`config.mk`:
```
export PLATFORM = sky130hd
export DESIGN_NAME = jag_prescaler_bank_flat
export DESIGN_NICKNAME = d
export VERILOG_FILES = /design/src/rtl/jag_prescaler_bank_if.sv /design/src/rtl/jag_prescaler_bank.sv /design/src/flat_wrapper.sv
export SDC_FILE = /design/constraint.sdc
export NUM_CORES = 1
export LEC_CHECK = 0
export CORE_MARGIN = 2
export CORE_UTILIZATION = 67
export CTS_BUF_LIST = sky130_fd_sc_hd__clkbuf_4 sky130_fd_sc_hd__clkbuf_8
export DETAILED_ROUTE_END_ITERATION = 16
export GPL_TIMING_DRIVEN = 0
export PLACE_DENSITY = 0.88
export SETUP_SLACK_MARGIN = 0.5
export SYNTH_ARGS = -nofsm -noshare
export SYNTH_HDL_FRONTEND = slang
export SYNTH_SLANG_ARGS = --single-unit
```
`constraint.sdc`:
```
create_clock -name sys_clk -period 7.84 [get_ports sys_clk]
set_input_delay 1.96 -clock sys_clk [delete_from_list [all_inputs] [get_ports sys_clk]]
set_output_delay 1.96 -clock sys_clk [all_outputs]
set_load 0.05 [all_outputs]
```
`src/rtl/jag_prescaler_bank_if.sv`:
```
// Register-access bus for jag_prescaler_bank.
// Uses the din / dr_out / dr_oe pattern: one write or read strobe per sys_clk.
//   addr   : register select
//   din    : write data
//   wr, rd : single-cycle access strobes
//   dr_out : read data, combinational from addr
//   dr_oe  : read-data output enable (follows rd)
// Modports: master drives the bus (CPU side), slave is the register bank.
interface jag_prescaler_bank_if #(
  parameter int WIDTH  = 16,
  parameter int ADDR_W = 4
);
  logic [ADDR_W-1:0] addr;
  logic [WIDTH-1:0]  din;
  logic              wr;
  logic              rd;
  logic [WIDTH-1:0]  dr_out;
  logic              dr_oe;

  modport master (output addr, din, wr, rd, input dr_out, dr_oe);
  modport slave  (input addr, din, wr, rd, output dr_out, dr_oe);
endinterface

```
`src/rtl/jag_prescaler_bank.sv`:
```
// Bank of CHANNELS independent reloadable down-counting prescalers.
// Each channel counts DIV..0 on cnt_en, reloads from DIV at zero, pulses
// tick[n] for one cycle and sets a sticky STAT flag. ONESHOT channels clear
// their own EN bit on the terminal event.
// Ports:
//   sys_clk : single clock, all state changes on its rising edge
//   reset   : synchronous, active-high
//   cnt_en  : count qualifier, one decrement per channel per qualified clock
//   bus     : register access (slave modport of jag_prescaler_bank_if)
//   tick    : per-channel one-cycle terminal pulse, registered
// Register map:
//   0..CHANNELS-1 : write DIV[n] (also loads CNT[n]), read CNT[n]
//   CHANNELS      : CTRL, [CHANNELS-1:0] EN, [2*CHANNELS-1:CHANNELS] ONESHOT
//   CHANNELS+1    : STAT, sticky tick flags, clear-on-read
//   others        : read 0, writes ignored
module jag_prescaler_bank #(
  parameter int WIDTH    = 16,
  parameter int CHANNELS = 4,
  parameter int ADDR_W   = 4
) (
  input  logic                sys_clk,
  input  logic                reset,
  input  logic                cnt_en,
  jag_prescaler_bank_if.slave bus,
  output logic [CHANNELS-1:0] tick
);

  localparam logic [ADDR_W-1:0] CTRL_ADDR = ADDR_W'(CHANNELS);
  localparam logic [ADDR_W-1:0] STAT_ADDR = ADDR_W'(CHANNELS + 1);

  logic [CHANNELS-1:0][WIDTH-1:0] div_q, div_d;
  logic [CHANNELS-1:0][WIDTH-1:0] cnt_q, cnt_d;
  logic [CHANNELS-1:0]            en_q, en_d;
  logic [CHANNELS-1:0]            os_q, os_d;
  logic [CHANNELS-1:0]            stat_q, stat_d;
  logic [CHANNELS-1:0]            tick_q, tick_d;

  logic                ctrl_wr;
  logic                stat_rd;
  logic [CHANNELS-1:0] run;
  logic [CHANNELS-1:0] stat_set;
  logic [WIDTH-1:0]    rdata;

  assign ctrl_wr = bus.wr && (bus.addr == CTRL_ADDR);
  assign stat_rd = bus.rd && (bus.addr == STAT_ADDR);

  // A CTRL write that drops EN freezes the count at this very edge, so the
  // channel does not take one last decrement on its way out.
  always_comb begin
    run = '0;
    for (int n = 0; n < CHANNELS; n++) begin
      run[n] = en_q[n] && !(ctrl_wr && !bus.din[n]) && (div_q[n] != '0);
    end
  end

  always_comb begin
    div_d    = div_q;
    cnt_d    = cnt_q;
    en_d     = en_q;
    os_d     = os_q;
    tick_d   = '0;
    stat_set = '0;

    if (ctrl_wr) begin
      en_d = bus.din[CHANNELS-1:0];
      os_d = bus.din[2*CHANNELS-1:CHANNELS];
    end

    for (int n = 0; n < CHANNELS; n++) begin
      if (bus.wr && (bus.addr == ADDR_W'(n))) begin
        div_d[n] = bus.din;
        cnt_d[n] = bus.din;
      end else if (ctrl_wr && bus.din[n] && !en_q[n]) begin
        cnt_d[n] = div_q[n];
      end else if (run[n] && cnt_en) begin
        if (cnt_q[n] == '0) begin
          cnt_d[n]    = div_q[n];
          tick_d[n]   = 1'b1;
          stat_set[n] = 1'b1;
          // A simultaneous CTRL write owns EN, so the one-shot clear yields.
          if (os_q[n] && !ctrl_wr) begin
            en_d[n] = 1'b0;
          end
        end else begin
          cnt_d[n] = cnt_q[n] - WIDTH'(1);
        end
      end
    end

    // Flags set at the reading edge survive for the next read.
    stat_d = stat_rd ? stat_set : (stat_q | stat_set);
  end

  always_ff @(posedge sys_clk) begin
    if (reset) begin
      div_q  <= '0;
      cnt_q  <= '0;
      en_q   <= '0;
      os_q   <= '0;
      stat_q <= '0;
      tick_q <= '0;
    end else begin
      div_q  <= div_d;
      cnt_q  <= cnt_d;
      en_q   <= en_d;
      os_q   <= os_d;
      stat_q <= stat_d;
      tick_q <= tick_d;
    end
  end

  always_comb begin
    rdata = '0;
    for (int n = 0; n < CHANNELS; n++) begin
      if (bus.addr == ADDR_W'(n)) begin
        rdata = cnt_q[n];
      end
    end
    if (bus.addr == CTRL_ADDR) begin
      rdata[CHANNELS-1:0]          = en_q;
      rdata[2*CHANNELS-1:CHANNELS] = os_q;
    end
    if (bus.addr == STAT_ADDR) begin
      rdata[CHANNELS-1:0] = stat_q;
    end
  end

  assign bus.dr_out = rdata;
  assign bus.dr_oe  = bus.rd;
  assign tick       = tick_q;

endmodule

```
`src/flat_wrapper.sv`:
```
// flat-port wrapper written by rule: the top's interface ports become plain ports
module jag_prescaler_bank_flat 
#(
  parameter int WIDTH    = 16,
  parameter int CHANNELS = 4,
  parameter int ADDR_W   = 4
)
  (sys_clk, reset, cnt_en, tick, bus_addr, bus_din, bus_wr, bus_rd, bus_dr_out, bus_dr_oe);
  jag_prescaler_bank_if #(.WIDTH(WIDTH), .ADDR_W(ADDR_W)) bus_i ();
  input  logic sys_clk;
  input  logic reset;
  input  logic cnt_en;
  output logic [CHANNELS-1:0] tick;
  input wire logic [$bits(bus_i.addr)-1:0] bus_addr;
  input wire logic [$bits(bus_i.din)-1:0] bus_din;
  input wire logic [$bits(bus_i.wr)-1:0] bus_wr;
  input wire logic [$bits(bus_i.rd)-1:0] bus_rd;
  output wire logic [$bits(bus_i.dr_out)-1:0] bus_dr_out;
  output wire logic [$bits(bus_i.dr_oe)-1:0] bus_dr_oe;
  assign bus_i.addr = bus_addr;
  assign bus_i.din = bus_din;
  assign bus_i.wr = bus_wr;
  assign bus_i.rd = bus_rd;
  assign bus_dr_out = bus_i.dr_out;
  assign bus_dr_oe = bus_i.dr_oe;
  jag_prescaler_bank #(.WIDTH(WIDTH), .CHANNELS(CHANNELS), .ADDR_W(ADDR_W)) u_core (.sys_clk(sys_clk), .reset(reset), .cnt_en(cnt_en), .bus(bus_i), .tick(tick));
endmodule
```
# Word level (Yosys, flattened, before mapping)
# Cells that the tools add are included.
op_classes:
  n_addsub: 4
  multipliers: 0
  div: 0
  magnitude_cmp: 0
  n_eq_ne: 5
  shifts: 0
  mux: 60
  n_bitwise: 1
  n_reduce_logical: 60
ops:
  columns: ["operator", "n"]
  rows:
  - ["$mux 16", 20]
  - ["$logic_not 16->1", 4]
  - ["$reduce_bool 16->1", 4]
  - ["$sub 16x1->16 const B", 4]
  - ["$mux 1", 36]
  - ["$logic_and 1x1->1", 34]
  - ["$logic_not 1->1", 13]
  - ["$mux 4", 3]
  - ["$reduce_bool 3->1", 4]
  - ["$eq 4x2->1 const B", 2]
  - ["$eq 4x3->1 const B", 2]
  - ["$mux 8", 1]
  - ["$eq 4x1->1 const B", 1]
  - ["$logic_not 4->1", 1]
  - ["$or 4x4->4", 1]
word_totals:
  regBits: 144
  latch_bits: 0
  ram_bits: 0
  mem_bits_ro: 0
  in_bits: 25
  word_cells: 142
  n_memories: 0

# Logic depth before layout (Yosys ltp)
depth:
  word_depth: 12
  mapped_depth: 10

# Worst setup path before layout
# No wires, ideal clock.
synth_path:
  path_kind: "input to output"
  from: "in bus_addr[0]"
  to: "out bus_dr_out[0]"
  arrival_ps: 3729
  slack_ps: 2151
  stages: 5
  n_path_buf: 3
  path_cell_list: "buf_2 clkbuf_1 buf_2 o21ai_0 a21oi_1"
synth_via:
  elab_chain_cells: 7
  word_cells_on_any_way: 12
  cone_classes: "5 x eq/ne; 6 x mux; 1 x reduce/logical"
synth_lines:
  columns: ["element", "line", "rtl"]
  rows:
  - ["start: declaration", "flat_wrapper.sv:14", "input wire logic [$bits(bus_i.addr)-1:0] bus_addr;"]
  - ["$logic_not 4->1", "jag_prescaler_bank.sv:115", "if (bus.addr == ADDR_W'(n)) begin"]
  - ["$mux 16 (4 in a row)", "jag_prescaler_bank.sv:115", null]
  - ["$mux 8", "jag_prescaler_bank.sv:119", "if (bus.addr == CTRL_ADDR) begin"]
  - ["$mux 4 (*)", "jag_prescaler_bank.sv:123", "if (bus.addr == STAT_ADDR) begin"]
  - ["end: declaration", "flat_wrapper.sv:18", "output wire logic [$bits(bus_i.dr_out)-1:0] bus_dr_out;"]
# Mark *: on every way between the ends. The rest lies on a longest branch, timed or not.

# Worst setup path after layout
layout_path:
  from: "in bus_addr[0]"
  to: "out bus_dr_out[5]"
layout_via:
  elab_chain_cells: 6
  word_cells_on_any_way: 10
  cone_classes: "4 x eq/ne; 5 x mux; 1 x reduce/logical"
layout_lines:
  columns: ["element", "line"]
  rows:
  - ["$logic_not 4->1", "jag_prescaler_bank.sv:115"]
  - ["$mux 16 (4 in a row)", "jag_prescaler_bank.sv:115"]
  - ["$mux 8 (*)", "jag_prescaler_bank.sv:119"]
# Marked as above.

==> results.toml <==
[status]
outcome = "finished clean"

[critical_path]
slowest_stage = "clkdlybuf4s50_1"
crit_buf_inv = 5
crit_family = "buffers and inverters"
required_ps = 5880
crit_path_max_incr_delay_ps = 710
cp-start-kind = "primary input"
cp_cell_sequence = "clkdlybuf4s50_1, buf_2, clkbuf_1, buf_2, a2bb2oi_1, o22ai_1, o21a_1, clkdlybuf4s50_1"
cp_max_fo = 10
regToRegSetupSlack_ps = 5180
cp-end-kind = "output pin"
critPathKind = "primary input to output pin"
worstPathArrival_ps = 5310

[routing]
dr.pass1.iters = 5
via_count = 8821
drcViolationCount = 0
ant_nets = 0
viasPerCell = 7.12
drt-total-wl_um = 29400
wl_per_cell_um = 23.8
drtIter0Drc = 1446

[sta]
skew_ps = 9.04
tightest_slew_ps = 1140
finalHoldViolCount = 0
fin_crit_sh_pct = 92.8
fin_crit_ps = 7270
hold_ws_ps = 461
max_freq_ghz = 0.137
rsz0062_at_grt = "false"
drv_slew = 0
tns_ps = 0
setup_viol_count_final = 0
slew_headroom_pct = 23.1

[pwr]
ir_worst_vdd_uv = 183
p_per_area_nw_per_um2 = 216
leakage_nw = 3.29
power.total_w = 0.00198

[clock_network]
path_clk_slew_ps = 80
cts_tree = "done"
hold_buffers = 0
cts_made_buffers = 17
cts_root_buf = "clkbuf_8"
clock_latency_ps = 480
cts.sinks = 144
htreeDepth = 4
clk_path_buf_depth = 2
cts_resized = 0
post_cts_buffers = 0

[placed_design]
port_buffers = 42
placed_cells = 1207
gp_congestion = 1.08
dpl.hpwl_um = 20300

[synthesis]
synth_simple_gate_area_share_pct = 27.4
synth_fa_ha_area_share_pct = 0.780
yosysMostFrequentCell = "nand2_1"
synth_xor_area_share_pct = 4.15
syn_nets = 1052
synthFlopType = "dfxtp_1"
synth_edf_count = 0
synth_cell_types = 71
ys_seq_area_share_pct = 35.9
ys_ff_latch = 144
synth-compound-area-share_pct = 22.7
syn_area_um2 = 8030
synth_top_family_by_area = "simple AND/OR/NAND/NOR gates"
synthCells = 1022
synthArstFlopShare_pct = 0
synthTopCellsByCount = "182 x nand2_1, 144 x dfxtp_1, 113 x nor2_1, 83 x a21oi_1, 45 x a311oi_1"
syn_area_per_cell_um2 = 7.85
yosysWarningCount = 0
yosysTopAreaCell = "dfxtp_1"
yosysTopAreaCellShare_pct = 35.9
synthMuxAreaShare_pct = 4.27
yosys-top-cells-area = "dfxtp_1 36%, nand2_1 8.5%, nor2_1 5.3%, a21oi_1 5.2%, a311oi_1 4.9%"

[cells_and_area]
nNetsFinal = 1113
n_antenna_cell = 0
drive_gt1_share_pct = 7.94
num-fill-cells = 805
finalNonFillerCells = 1239
syn_to_final_growth_pct = 13.8

[floorplanning]
num_rows = 39
start_util_pct = 69.4
die_y_um = 113
coreArea_um2 = 11600
io_pins = 46
dieArea_um2 = 12900
die_w_um = 113

[grt]
grt-ovfl-total = 0
grtUsageTotal_pct = 45.7
grt_pass1_vias = 7885
grt_start_max_net_pins = 17
antenna_found_initial = 0
grt_pass1_wl_um = 44500

[run]
cap_violations = 0

[worst_hold_path]
min_path_type = "register to register"
metal layers:
metal,wire [um],vias up,share of wire [%],global-route usage [%]
li1,-,3877,-,-
met1,11100,4095,38,59.9
met2,12500,688,43,69.9
met3,3880,161,13,11.5
met4,1890,0,6.4,24.5
met5,0,-,0,0
worst register-to-register path, cell delays in order (launching register included):
cell and delay (ps):
dfxtp_1 390, inv_1 90, ha_1 200, nor3b_1 600, and4_1 330, a21oi_1 110
clkbuf_1 280, nand2_1 140, o211ai_1 100, a311oi_1 320
final cells by class:
type	instances	area, um2	area share (%)
sequential	144	2880	31.6
timing repair buffer	42	420	4.60
multi-input combinational	789	4760	52.1
clock inverter	10	203	2.22
tap	143	179	1.96
buffer	75	332	3.63
clock buffer	22	303	3.32
inverter	14	52.6	0.576
registers in the layout, summed over array words and instances (netlist names):
name / flops
u_core.en_q: 4
u_core.stat_q: 4
u_core.tick: 4
u_core.div_q: 64
u_core.cnt_q: 64
u_core.os_q: 4
layout by cell type (no fill, tap or decap), types with 4 or more instances in the layout:
master,count
o31ai_1,4
nor4_1,24
ha_1,5
a211oi_1,12
nor3_1,25
dfxtp_1,144
xnor2_1,18
nand3_1,23
clkdlybuf4s50_1,42
nand4_1,17
a21oi_1,83
or4_1,4
a311oi_1,45
nor2b_1,4
buf_4,6
mux4_2,9
o21ai_0,20
clkbuf_8,22
a22o_1,13
bufinv_16,6
and2_1,11
nor2_1,113
o211ai_1,21
buf_2,21
xor2_1,20
nand2_1,182
nand2b_1,8
or3_1,11
clkbuf_1,44
inv_1,14
o21a_1,6
o22ai_1,10
nand4b_1,7
a31oi_1,13
nor3_2,4
mux2i_1,14
and3_1,4
a2bb2oi_1,8
final timing paths:
kind                                       from                       endpoint  depth (start not counted)
setup / recovery                    bus_addr[0]                  bus_dr_out[5]                          8
hold / removal      u_core.stat_q[0]$_SDFF_PP0_    u_core.stat_q[0]$_SDFF_PP0_                          2
setup reg to reg  u_core.cnt_q[32]$_SDFFE_PP0P_  u_core.cnt_q[33]$_SDFFE_PP0P_                          9
hold reg to reg     u_core.stat_q[0]$_SDFF_PP0_    u_core.stat_q[0]$_SDFF_PP0_                          2
power breakdown:
group          switching [W]  internal (W)  total, W
logic               0.000283      0.000171  0.000454
registers          0.0000250      0.000747  0.000772
clock network       0.000297      0.000452  0.000749
through the flow:
step	setup WS, ps	cell area [um2]	utilization, %
after detailed placement	736	8620	74.6
after floorplan	2150	8030	-
after global routing	550	9130	78.9
after CTS	730	9130	78.9
final	567	9130	78.9
after global placement	742	8620	74.6
cell families (layout without fill, tap and decap cells):
kind of cell,after synthesis,in the layout
compound gates,263,263
xor+xnor,38,38
fa+ha+maj,5,5
buf+inv,89,163
flops,144,144
mux,23,23
simple gates,460,460
(Power assumes the default switching activity.)
